File: config.mk
export PLATFORM = sky130hd
export DESIGN_NAME = node_table_reader_flat
export DESIGN_NICKNAME = d
export VERILOG_FILES = /design/src/rtl/node_table_if.sv /design/src/rtl/node_table_reader.sv /design/src/flat_wrapper.sv
export SDC_FILE = /design/constraint.sdc
export NUM_CORES = 1
export LEC_CHECK = 0
export ABC_AREA = 1
export CAP_MARGIN = 20
export CORE_ASPECT_RATIO = 0.8
export CORE_MARGIN = 2
export CORE_UTILIZATION = 41
export DETAILED_ROUTE_END_ITERATION = 16
export MAX_ROUTING_LAYER = met4
export PLACE_DENSITY_LB_ADDON = 0.12
export SLEW_MARGIN = 25
export SYNTH_ARGS = -nofsm -noshare
export SYNTH_HDL_FRONTEND = slang
export SYNTH_SLANG_ARGS = --single-unit
File: constraint.sdc
create_clock -name clk -period 2.2 [get_ports clk]
set_input_delay 0.44 -clock clk [delete_from_list [all_inputs] [get_ports clk]]
set_output_delay 0.44 -clock clk [all_outputs]
set_load 0.05 [all_outputs]
File: src/rtl/node_table_if.sv
// node_table_if: control, memory-bank and stream signals of the node table reader
interface node_table_if #(
  parameter int WORD_WIDTH = 16,
  parameter int IDX_WIDTH  = 6
);
  logic                  start;
  logic [IDX_WIDTH:0]    num_entries;
  logic                  mem_rd_en;
  logic [IDX_WIDTH-1:0]  mem_index;
  logic [WORD_WIDTH-1:0] mem_data;
  logic                  out_valid;
  logic                  out_ready;
  logic [IDX_WIDTH-1:0]  out_index;
  logic [WORD_WIDTH-1:0] out_data;
  logic                  busy;
  logic                  done;
  logic                  best_valid;
  logic [IDX_WIDTH-1:0]  best_index;
  logic [WORD_WIDTH-1:0] best_data;
  modport master (
    input  start, num_entries, mem_data, out_ready,
    output mem_rd_en, mem_index, out_valid, out_index, out_data,
           busy, done, best_valid, best_index, best_data
  );
  modport slave (
    output start, num_entries, mem_data, out_ready,
    input  mem_rd_en, mem_index, out_valid, out_index, out_data,
           busy, done, best_valid, best_index, best_data
  );
endinterface

File: src/rtl/node_table_reader.sv
// node_table_reader: scans the node memory, streams non-empty entries and tracks the maximum
module node_table_reader #(
  parameter int WORD_WIDTH = 16,
  parameter int MEM_DEPTH  = 64,
  parameter int IDX_WIDTH  = 6
) (
  input logic        clk,
  input logic        rst,
  node_table_if.master bus
);
  typedef enum logic [2:0] {IDLE, READ, WAIT, HOLD, DONE} state_t;
  localparam logic [IDX_WIDTH:0] DEPTH = (IDX_WIDTH+1)'(MEM_DEPTH);
  state_t               state;
  logic [IDX_WIDTH-1:0] ptr;
  logic [IDX_WIDTH:0]   count;
  logic [IDX_WIDTH:0]   n_clamp;
  logic                 last;
  logic                 adv;
  assign n_clamp = bus.num_entries > DEPTH ? DEPTH : bus.num_entries;
  assign last = {1'b0, ptr} == count - 1'b1;
  assign adv = (state == WAIT && bus.mem_data == '0) || (state == HOLD && bus.out_ready);
  assign bus.mem_index = ptr;
  // scan sequencer: issue read, check word, hold it for the consumer, then advance or finish
  always_ff @(posedge clk) begin
    if (rst) begin
      state <= IDLE;
      ptr <= '0;
      count <= '0;
      bus.mem_rd_en <= 1'b0;
      bus.out_valid <= 1'b0;
      bus.out_index <= '0;
      bus.out_data <= '0;
      bus.busy <= 1'b0;
      bus.done <= 1'b0;
      bus.best_valid <= 1'b0;
      bus.best_index <= '0;
      bus.best_data <= '0;
    end else begin
      case (state)
        IDLE: if (bus.start) begin
          count <= n_clamp;
          ptr <= '0;
          bus.best_valid <= 1'b0;
          bus.best_index <= '0;
          bus.best_data <= '0;
          bus.busy <= n_clamp != '0;
          bus.done <= n_clamp == '0;
          bus.mem_rd_en <= n_clamp != '0;
          state <= n_clamp == '0 ? DONE : READ;
        end
        READ: begin
          bus.mem_rd_en <= 1'b0;
          state <= WAIT;
        end
        WAIT: if (bus.mem_data != '0) begin
          bus.out_valid <= 1'b1;
          bus.out_index <= ptr;
          bus.out_data <= bus.mem_data;
          state <= HOLD;
          if (!bus.best_valid || bus.mem_data > bus.best_data) begin
            bus.best_valid <= 1'b1;
            bus.best_index <= ptr;
            bus.best_data <= bus.mem_data;
          end
        end
        HOLD: if (bus.out_ready) bus.out_valid <= 1'b0;
        DONE: begin
          bus.done <= 1'b0;
          state <= IDLE;
        end
        default: state <= IDLE;
      endcase
      if (adv) begin
        state <= last ? DONE : READ;
        ptr <= last ? ptr : ptr + 1'b1;
        bus.mem_rd_en <= !last;
        bus.done <= last;
        bus.busy <= !last;
      end
    end
  end
endmodule

File: src/flat_wrapper.sv
// flat-port wrapper written by rule: the top's interface ports become plain ports
module node_table_reader_flat 
#(
  parameter int WORD_WIDTH = 16,
  parameter int MEM_DEPTH  = 64,
  parameter int IDX_WIDTH  = 6
)
  (clk, rst, bus_start, bus_num_entries, bus_mem_data, bus_out_ready, bus_mem_rd_en, bus_mem_index, bus_out_valid, bus_out_index, bus_out_data, bus_busy, bus_done, bus_best_valid, bus_best_index, bus_best_data);
  node_table_if #(.WORD_WIDTH(WORD_WIDTH), .IDX_WIDTH(IDX_WIDTH)) bus_i ();
  input logic clk;
  input logic rst;
  input wire logic [$bits(bus_i.start)-1:0] bus_start;
  input wire logic [$bits(bus_i.num_entries)-1:0] bus_num_entries;
  input wire logic [$bits(bus_i.mem_data)-1:0] bus_mem_data;
  input wire logic [$bits(bus_i.out_ready)-1:0] bus_out_ready;
  output wire logic [$bits(bus_i.mem_rd_en)-1:0] bus_mem_rd_en;
  output wire logic [$bits(bus_i.mem_index)-1:0] bus_mem_index;
  output wire logic [$bits(bus_i.out_valid)-1:0] bus_out_valid;
  output wire logic [$bits(bus_i.out_index)-1:0] bus_out_index;
  output wire logic [$bits(bus_i.out_data)-1:0] bus_out_data;
  output wire logic [$bits(bus_i.busy)-1:0] bus_busy;
  output wire logic [$bits(bus_i.done)-1:0] bus_done;
  output wire logic [$bits(bus_i.best_valid)-1:0] bus_best_valid;
  output wire logic [$bits(bus_i.best_index)-1:0] bus_best_index;
  output wire logic [$bits(bus_i.best_data)-1:0] bus_best_data;
  assign bus_i.start = bus_start;
  assign bus_i.num_entries = bus_num_entries;
  assign bus_i.mem_data = bus_mem_data;
  assign bus_i.out_ready = bus_out_ready;
  assign bus_mem_rd_en = bus_i.mem_rd_en;
  assign bus_mem_index = bus_i.mem_index;
  assign bus_out_valid = bus_i.out_valid;
  assign bus_out_index = bus_i.out_index;
  assign bus_out_data = bus_i.out_data;
  assign bus_busy = bus_i.busy;
  assign bus_done = bus_i.done;
  assign bus_best_valid = bus_i.best_valid;
  assign bus_best_index = bus_i.best_index;
  assign bus_best_data = bus_i.best_data;
  node_table_reader #(.WORD_WIDTH(WORD_WIDTH), .MEM_DEPTH(MEM_DEPTH), .IDX_WIDTH(IDX_WIDTH)) u_core (.clk(clk), .rst(rst), .bus(bus_i));
endmodule
**Word level (Yosys, flattened, before mapping)**

Cells that the tools add are included.

- Register bits: 65
- Input port bits: 27
- Output and inout bits: 55
- Logic and storage cells: 88

- $add $sub $neg: 2
- $lt $le $gt $ge: 2
- Equality and inequality tests: 13
- Multiplexer cells: 33
- Reduce and logical (&&, ||, !) cells: 26

Operators by type and width:

| cell | count |
|---|---|
| $mux 16 | 3 |
| $mux 6 | 6 |
| $pmux 16 s2 | 1 |
| $gt 16x16->1 | 1 |
| $logic_not 16->1 | 1 |
| $reduce_bool 16->1 | 1 |
| $mux 3 | 5 |
| $pmux 3 s4 | 1 |
| $pmux 6 s2 | 1 |
| $mux 1 | 11 |
| $ne 2x2->1 const B | 5 |
| $reduce_and 2->1 | 5 |
| $reduce_and 3->1 | 3 |
| $pmux 1 s2 | 4 |
| $reduce_bool 2->1 | 4 |
| $eq 6x7->1 | 1 |
| $gt 7x7->1 const B | 1 |
| $logic_not 7->1 | 1 |
| $mux 7 | 1 |
| $reduce_bool 7->1 | 1 |
| $sub 7x1->7 const B | 1 |
| $add 6x1->6 const B | 1 |
| $eq 3x2->1 const B | 2 |
| $ne 3x2->1 const B | 2 |
| 9 further kinds | 13 |

**Logic depth before layout (Yosys ltp)**

- Depth in word-level cells: 7
- Mapped depth: 17
- Gate-level depth less buffers: 16

**Worst setup path before layout**

Ideal clock, no wire load.

- Kind: register to register
- Start: reg u_core.bus.best_data[7] (netlist bit)
- End: reg u_core.bus.best_data[0] (netlist bit)
- Setup time: 0.070 ns
- Arrival time: 1.939 ns
- Data required time: 2.130 ns
- Slack: 0.191 ns
- Cell stages (with the launch flop): 14
- Path buffers: 1
- Period minus slack after synthesis: 2.009 ns
- Cell sequence: dfxtp_1 > inv_1 > ha_1 > a21o_1 > nor2_1 > nand2_1 > nand2_1 > nand2_1 > nand2_1 > nand2_2 > nand2_4 > buf_6 > nand2_1 > a21oi_1

- Longest elaborated chain between the ends: 4

Ends and longest elaborated chain:

| what | RTL line | text |
|---|---|---|
| start, declared | node_table_if.sv:23 | `busy, done, best_valid, best_index, best_data` |
| start signal, assigned | node_table_reader.sv:63 | `bus.best_data <= bus.mem_data;` |
| $gt 16x16->1 | node_table_reader.sv:60 | `if (!bus.best_valid \|\| bus.mem_data > bus.best_data) begin` |
| $logic_or 1x1->1 | node_table_reader.sv:60 |  |
| $ne 2x2->1 (no source line) | - |  |
| $reduce_and 4->1 (no source line) | - |  |

Every way passes these cells.
A chain may end at the register's enable or synchronous reset.

**Final worst setup path**

- Start: reg u_core.ptr[3] (netlist: u_core.bus.mem_index[3])
- End: out bus_mem_index[3]

RTL lines:

| what | RTL line | text |
|---|---|---|
| start, declared | node_table_reader.sv:14 | `logic [IDX_WIDTH-1:0] ptr;` |
| start signal, assigned | node_table_reader.sv:75 | `ptr <= last ? ptr : ptr + 1'b1;` |
| end, declared | flat_wrapper.sv:17 | `output wire logic [$bits(bus_i.mem_index)-1:0] bus_mem_index;` |

No word-level cell between the ends.

==> flow_summary.yaml <==
outcome:
  status: "complete, no violations"
synth:
  yosys_warnings: 0
  ys_ff_latch: 65
  synthTopCellsByArea: "dfxtp_1 38%, a21oi_1 8.8%, nand2_1 8.8%"
  ys_types: 36
  syn_area_per_cell_um2: 7.21
  syn_area_um2: 3430
  synthesis.nets: 521
  synth_top_area_share_pct: 37.9
  yosysTopAreaCell: "dfxtp_1"
  seq_area_frac_synth_pct: 37.9
  netlist_instances: 476
placed_design:
  io_buffer_count: 81
  place_congestion: 0.899
  placedCellCount: 663
  pre_cts_ws_ns: -0.189
  hpwl_um: 6910
pwr:
  leakagePower_nw: 1.86
  comb_power_share_pct: 27.3
  p_sw_share_pct: 33.8
  p_total_w: 0.00311
  clkPwrFrac_pct: 31.1
  p_int_w: 0.00206
  p_seq_share_pct: 41.6
  power.switching_w: 0.00105
  power_density_nw_per_um2: 673
  ir_drop_uv: 362
floorplan:
  die_area_um2: 9120
  dieHeight_um: 85.8
  fp.coreArea_um2: 8020
  start_util_pct: 42.8
  row_count: 29
  fp.dieW_um: 106
  io_pins: 82
sta:
  hold_violations: 0
  setup_tns_ns: 0
  fin_ws_ns: 0.123
  finalClockSkew_ns: 0.0108
  finalSetupViolCount: 0
  fin_crit_ns: 2.08
  max_freq_mhz: 481
  tightest_slew_ns: 0.515
  period_share_pct: 94.4
  relSlewSlack_pct: 65.6
  slew_violations: 0
global_routing:
  grt_usage_pct: 20.7
  grt_pass1_vias: 3004
  overflow: 0
  grt_pass1_wl_um: 14700
  antenna_found_initial: 0
  grt_start_max_net_pins: 34
critical_path:
  cp_data_required_time_ns: 1.76
  worstReg2RegStart: "u_core.bus.best_data[10]$_SDFFE_PP0P_"
  cp_slowest_stage_delay_ns: 0.85
  critPathBufInv: 1
  critPathKind: "reg2out"
  worstPathMaxFanout: 6
  critPathArrivalTime_ns: 1.64
  crit_chain: "clkdlybuf4s50_1"
  worstSetupEndpointType: "primary output"
  cp_top_family: "buffers and inverters"
  crit_path_start: "u_core.bus.mem_index[3]$_SDFFE_PP0P_"
  slowest_stage: "clkdlybuf4s50_1"
  cp-start-kind: "register"
layout:
  stdcell_count: 678
  fill_cells: 753
  diodes: 0
  syn_to_final_growth_pct: 34.5
  final_common_cell: "nand2_1"
  final_cell_mix: "80 x nand2_1, 79 x clkdlybuf4s50_1, 65 x dfxtp_1, 64 x nor2_1, 61 x inv_1"
  finalNetCount: 611
  layout-drive-gt1-share_pct: 11.8
min_path:
  min_from: "u_core.bus.best_index[4]$_SDFFE_PP0P_"
  worstHoldPathType: "reg2reg"
cts:
  cts_hold_buf: 0
  cts_max_level: 3
  cts_tree: "built"
  cts_buffer_depth: 2
  cts-buffers-inserted: 9
  postCtsSetupBuffers: 0
  clk_latency_ns: 0.34
  clock-sinks: 65
  cts.repair.resized: 0
  cts.clk_slew.worst_paths_ns: 0.07
  root_buffer: "clkbuf_8"
drt:
  avgRoutedWirePerCell_um: 13.4
  drt_iter0_markers: 191
  via_per_inst: 4.86
  wirelength_um: 9060
  ant_nets: 0
  drc: 0
  num_vias: 3292
  first_pass_iters: 4
job:
  cap_violations: 0
cells in the mapped netlist (all sizes together):
cell type / number
xor2: 8
o211ai: 1
inv: 69
nor3: 3
xnor2: 2
nor2: 76
nand3: 38
a31oi: 1
o21ai: 12
a22oi: 3
nand2: 88
clkbuf: 5
a21oi: 62
a21o: 1
dlygate4sd1: 1
dfxtp: 65
ha: 18
nor4: 1
buf: 12
a2111oi: 1
nand4: 6
a211oi: 3
power by group through the flow:
stage | Clock [W] | Combinational, W | Sequential (W)
2_1_floorplan | 0 | 0.000402 | 0.00150
3_3_place_gp | 0 | 0.000822 | 0.00132
3_5_place_dp | 0 | 0.000832 | 0.00132
4_1_cts | 0.000995 | 0.000835 | 0.00129
5_1_grt | 0.00105 | 0.000920 | 0.00130
6_report | 0.000967 | 0.000847 | 0.00129
path summary, 6_finish.rpt:
kind	end	slack [ns]	depth (start not counted)
max	bus_mem_index[3]	0.12	1
min	u_core.bus.best_index[4]$_SDFFE_PP0P_	0.47	2
max reg2reg	u_core.bus.best_index[4]$_SDFFE_PP0P_	0.26	11
min reg2reg	u_core.bus.best_index[4]$_SDFFE_PP0P_	0.47	2
layout make-up:
| class | count | area [um^2] | area share [%] |
|---|---|---|---|
| inverters | 69 | 262 | 5.67 |
| clock buffers | 10 | 128 | 2.76 |
| well taps | 108 | 135 | 2.93 |
| flip-flops and latches | 65 | 1300 | 28.2 |
| multi-input cells | 324 | 1800 | 38.9 |
| clock inverters | 5 | 57.6 | 1.25 |
| repair buffers | 97 | 936 | 20.3 |
stage by stage:
stage                     util, %  hold slack, ns  area [um^2]
after floorplan                 -           0.456         3430
after global placement       54.6           0.458         4380
after detailed placement     54.6           0.459         4380
after CTS                    56.9           0.470         4560
after global routing         57.6           0.494         4620
final                        57.6           0.469         4620
flip-flops by register name (all words and copies together), names as in the netlist:
register               flops
u_core.bus.best_index      6
u_core.bus.mem_rd_en       1
u_core.bus.best_valid      1
u_core.bus.done            1
u_core.bus.out_data       16
u_core.bus.mem_index       6
u_core.bus.out_index       6
u_core.bus.best_data      16
u_core.bus.out_valid       1
u_core.count               7
u_core.state               3
u_core.bus.busy            1
cells by family after synthesis:
logic type / count (synthesis) / synth area share [%]
adders and majority gates: 18 / 6.56
buffers and inverters: 87 / 11.0
DFF: 65 / 37.9
xor gates and xnor gates: 10 / 2.55
and+or+nand+nor: 212 / 28.7
AOI/OAI and AO/OA: 84 / 13.2
metal layers:
layer | vias up | part of all wire, % | GRT usage, %
li1 | 1708 | - | -
met1 | 1496 | 51 | 29.5
met2 | 79 | 44 | 30.4
met3 | 9 | 4.5 | 5.24
met4 | 0 | 0.75 | 2.75
met5 | - | 0 | -
Note: power is estimated with default switching activity, not from simulation.
==> patch 1 (same settings) <==
Re-encode `state_t` (5 states) as one-hot, 5 bits wide.
--- a/src/rtl/node_table_reader.sv
+++ b/src/rtl/node_table_reader.sv
@@ -9,5 +9,5 @@
   node_table_if.master bus
 );
-  typedef enum logic [2:0] {IDLE, READ, WAIT, HOLD, DONE} state_t;
+  typedef enum logic [4:0] {IDLE = 5'b00001, READ = 5'b00010, WAIT = 5'b00100, HOLD = 5'b01000, DONE = 5'b10000} state_t;
   localparam logic [IDX_WIDTH:0] DEPTH = (IDX_WIDTH+1)'(MEM_DEPTH);
   state_t               state;
Function: same outputs for any inputs over 10 cycles, from zero or initial values and one cycle with rst high; not proved beyond that.
==> patch 1 against the unedited design <==
Die area decreased by 0.91%; count of clock-buffer cells in the layout rose by 3; worst setup slack got worse by 7.9 ps; sequential cell count increased by 2; non-clock buffer count did not move; area after synthesis is 0.95% lower; register-to-register slack better by 40 ps; critical path depth stayed put; final area increased by 0.46%; highest routed layer unchanged; largest cell class unchanged; wire length shrank 1.2%; global-route usage increased by 0.45 points; clock skew is 3.7 ps lower.
Power is not compared: it rests on default switching activity, and its combinational part moved more than twofold at a synthesized area within 25%.
==> patch 1: results (changes against the unedited design) <==
The maximum number of pins on one net before global-route repair is 38 (+12%). The fraction of area in clock buffers and inverters came out at 0.0402 (+0.0000860). The met1 demand-to-capacity share in global routing came to 0.297 (+0.00199). The net count of the mapped netlist was 515 (-1.2%). The count of placed standard cells including taps is 657 (-0.90%). The register area share after synthesis came out at 0.395 (+0.0154). The share of final layout cell area taken by non-clock buffers came out at 0.208 (+0.00474). The number of clock-tree buffers in the layout came out at 13 (+3). The global routing met2 resource utilization came out at 0.310 (+0.00548). The count of filler cells inserted in the layout came out at 750 (-0.40%). The final weighted congestion in routability-driven placement came to 0.832 (-7.4%).

The proportion of netlist area held by the largest area contributor came out at 0.395 (+0.0154). The share of final-layout standard cells stronger than drive strength 1 is 0.108 (-0.00920). The via count of the first global-routing pass is 3131 (+4.2%). The storage element area came to 0.00134 mm² (+3.1%). The met3 routed wirelength is 534 µm (+32%). The total detailed-routing wirelength came out at 8950 µm (-1.2%). The fraction of the mapped netlist area in adder cells is 0.0663 (+0.000628). The placement-stage worst setup slack is -283 ps (-93.8 ps). The post-place instance area came to 0.00439 mm² (+0.37%). The half-perimeter wire length of the detailed placement result is 6580 µm (-4.9%).

The wire length of the first global-routing pass is 14900 µm (+1.2%). The number of sequential cells was 67 (+3.1%). The clock skew was 7.10 ps (-3.72 ps). The number of standard cells after synthesis is 470 (-1.3%). The count of TritonRoute iterations in the first routing pass is 5 (+1). The area growth from synthesis to layout is 36.5%. The met3 usage in global routing was 0.0461 (-0.00635). The total number of vias is 3302 (+0.30%). The multi-input logic area is 0.00178 mm² (-0.97%). The multi-input combinational cell count is 323 (-0.31%).

The overall routing resource usage came out at 0.212 (+0.00445). The number of inverters outside the clock class in the layout is 62 (-10%). After synthesis, the most frequently instantiated cells are nand2_1 (71), nor2_1 (70), dfxtp_1 (67). The flow ran to the end, and the final reports show no timing, DRC or antenna violations.
-- patch 1: cell types whose count changed after synthesis, moves of 4 or more --
cell     change
buf_4        -4
inv_1        -8
nand2_1      -9
nand3_1      +7
nor2_1       +6
nor2_2       -7
o21ai_0      -7
o21ai_1      +4
-- patch 1: power by group through the flow --
stage	clock network [µW]	registers [µW]	logic [µW]
after global placement	0	1270	399
after global routing	1040	1250	461
after floorplan	0	1290	241
after detailed placement	0	1270	404
after CTS	999	1250	407
final	971	1250	419
-- patch 1: path summary, 6_finish.rpt --
kind | from | end | slack (ps) | cells past startpoint
worst max-delay path | u_core.bus.mem_index[3] | bus_mem_index[3] | 110 | 1
worst min-delay path | u_core.bus.done | u_core.bus.done | 470 | 2
worst max register to register | u_core.bus.best_data[9] | u_core.bus.best_data[8] | 300 | 11
worst min register to register | u_core.bus.done | u_core.bus.done | 470 | 2
-- patch 1: repair_timing --
action / 4_1_cts / 5_1_grt
setup buffers: 0 / 0
gates resized for setup: 0 / 10
setup endpoints to repair: 0 / 24
==> patch 2 (same flow settings) <==
Made on the original files. `IDX_WIDTH` is set to 6 in 3 places; all go to 5.
--- a/src/rtl/node_table_if.sv
+++ b/src/rtl/node_table_if.sv
@@ -2,5 +2,5 @@
 interface node_table_if #(
   parameter int WORD_WIDTH = 16,
-  parameter int IDX_WIDTH  = 6
+  parameter int IDX_WIDTH  = 5
 );
   logic                  start;
--- a/src/rtl/node_table_reader.sv
+++ b/src/rtl/node_table_reader.sv
@@ -3,5 +3,5 @@
   parameter int WORD_WIDTH = 16,
   parameter int MEM_DEPTH  = 64,
-  parameter int IDX_WIDTH  = 6
+  parameter int IDX_WIDTH  = 5
 ) (
   input logic        clk,
--- a/src/flat_wrapper.sv
+++ b/src/flat_wrapper.sv
@@ -4,5 +4,5 @@
   parameter int WORD_WIDTH = 16,
   parameter int MEM_DEPTH  = 64,
-  parameter int IDX_WIDTH  = 6
+  parameter int IDX_WIDTH  = 5
 )
   (clk, rst, bus_start, bus_num_entries, bus_mem_data, bus_out_ready, bus_mem_rd_en, bus_mem_index, bus_out_valid, bus_out_index, bus_out_data, bus_busy, bus_done, bus_best_valid, bus_best_index, bus_best_data);
Ports: changed (resized bus_best_index, bus_mem_index, bus_num_entries and bus_out_index); port bits go from 82 to 78. No check against the original RTL was run, so the function may have changed too.
==> patch 2 against the unedited design <==
Worst hold slack got worse by 28 ps; sequential cell count shrank 4; critical endpoint is now u_core.bus.best_data[9]; area after synthesis down 12%; worst setup slack worse by 19 ps; register-to-register slack better by 20 ps; via count is 6.7% lower; synthesized cell count down 9.5%; wire length shrank 10%; final area fell by 8.0%; largest cell class unchanged; power shrank 11%; global-route usage rose by 0.67 points.
==> patch 2: results (changes against the unedited design) <==
The clock skew is 8.36 ps (-2.46 ps). The leakage power total is 0.00177 µW (-4.6%). The count of TritonRoute iterations in the first routing pass came out at 4 (unchanged).

The worst vdd rail ir drop came out at 0.436 mV (+20%). The half-perimeter wire length of the detailed placement result is 5730 µm (-17%). The maximum number of pins on one net before global-route repair came to 33 (-2.9%). The ratio of routed vias to standard cells came out at 4.96 (+2.1%).

The met1 demand-to-capacity share in global routing came out at 0.278 (-0.0172). The post-place instance area came out at 0.00399 mm² (-8.8%). Ranked by instance count, the synthesized netlist is headed by nand2_1 (111), dfxtp_1 (61), nor2_1 (58).

The final weighted congestion in routability-driven placement came out at 0.836 (-7.0%). The number of library cell types mapped by synthesis came out at 29 (-19%). The insertion delay to the later sink of the worst-skew pair is between 300 and 400 ps. In the post-synthesis netlist, the biggest area contributors are dfxtp_1 (41%), nand2_1 (14%), a21oi_1 (9.5%). The antenna diode count came out at 0 (unchanged).

The maximum buffer depth of the clock tree came out at 2 (unchanged). The via count of the first global-routing pass was 2847 (-5.2%). The count of port buffers added during placement is 71 (-12%). The share of final-layout standard cells stronger than drive strength 1 is 0.111 (-0.00664). The highest fanout seen on the critical path is 15 (+9). The number of DRC violations after detailed-routing iteration 0 is 168 (-12%).

The data arrival time of the critical path came out at 2320 ps (+680 ps). The number of antenna violations at the first check in global routing is 0 (unchanged). The total clock buffers created by CTS is 9 (unchanged).

The commonest register cell after synthesis is dfxtp_1. The kind of path behind the tightest hold check is register to register. The final net count came out at 571 (-6.5%). The met3 usage in global routing came out at 0.0670 (+0.0146). The placement-stage worst setup slack is -205 ps (-16.7 ps). Clock-pin slew was measured on the worst setup and hold paths at ~60 ps. The net count of the mapped netlist was 475 (-8.8%).

The level count of the clock H-tree came out at 3 (unchanged). The flow ran to the end, and the final reports show no timing, DRC or antenna violations. The worst max-slew margin expressed relative to the limit came out at 0.632 (-0.0241). The overall routing resource usage came to 0.214 (+0.00671).

The number of buffers added for setup after CTS is 0 (unchanged). The register area share after synthesis was 0.406 (+0.0265). The average routed wire per standard cell came out at 13.2 µm (-1.5%). The global routing met2 resource utilization came out at 0.318 (+0.0134). The number of warnings reported in the yosys synthesis log is 0 (unchanged). The clock root buffer master is clkbuf_8. The largest registers in the layout are u_core.bus.best_data (16), u_core.bus.out_data (16), u_core.count (6). The wire length of the first global-routing pass is 13200 µm (-10%). The async set-reset flop share out of synthesis is 0 (unchanged).
## patch 2: cell types whose count changed after synthesis, sizes merged, moves of 3 or more
cell,before,now
inv,69,42
a21oi,62,57
nand2,88,115
dfxtp,65,61
a22oi,3,0
xor2,8,1
nor2,76,59
nand3,38,35
o21ai,12,5
## patch 2: cell families after synthesis
group	synth area share
XOR/XNOR	0.00582
AND/OR/NAND/NOR	0.301
AO/OA/AOI/OAI	0.125
flip-flops	0.406
adder cells (fa/ha/maj)	0.0748
buffers and inverters	0.0877
## patch 2: layout make-up
| cell class | count | area, µm² |
|---|---|---|
| fillers | 649 | 2750 |
| inverters | 43 | 163 |
| flip-flops and latches | 61 | 1220 |
| repair buffers | 104 | 1010 |
| multi-input cells | 308 | 1540 |
| well taps | 87 | 109 |
| clock inverters | 4 | 72.6 |
| clock buffers | 12 | 135 |
## patch 2: power breakdown
| part | internal, µW | switching (µW) | leakage (µW) |
|---|---|---|---|
| logic | 213 | 319 | 0.00118 |
| clock network | 638 | 431 | 0.000101 |
| registers | 1140 | 30.5 | 0.000496 |
## patch 2: repair_timing
action | 4_1_cts | 5_1_grt
hold buffers | 0 | 0
setup endpoints to repair | 0 | 16
gates resized for setup | 0 | 7
## patch 2: worst max-delay path, stage by stage
cell and delay (ps):
clkdlybuf4s50_1 450, ha_1 320, nand2_1 100, nor3_2 170
buf_4 140, nand3_1 60, nand2_1 130, nand2_4 100
clkbuf_16 210, a21oi_1 140, nor2_1 60
## patch 2: final timing paths
check	startpoint	endpoint	slack [ps]	cells after the start
worst min register to register	u_core.count[5]	u_core.count[5]	440	2
worst min-delay path	u_core.count[5]	u_core.count[5]	440	2
worst max register to register	u_core.bus.best_data[14]	u_core.bus.best_data[9]	280	11
worst max-delay path	bus_mem_data[15]	u_core.bus.best_data[9]	100	11
## patch 2: through the flow
step / total power (µW) / std cells / util
floorplan: 1530 / 431 / -
global placement: 1710 / 602 / 0.571
detailed placement: 1720 / 602 / 0.571
CTS: 2790 / 618 / 0.601
global route: 2910 / 619 / 0.607
finish: 2770 / 619 / 0.607
## patch 2: metal layers
| layer | wire (µm) | vias up |
|---|---|---|
| met5 | 0 | - |
| met4 | 69 | 0 |
| met3 | 590 | 6 |
| met2 | 3560 | 94 |
| met1 | 3930 | 1380 |
| li1 | - | 1590 |
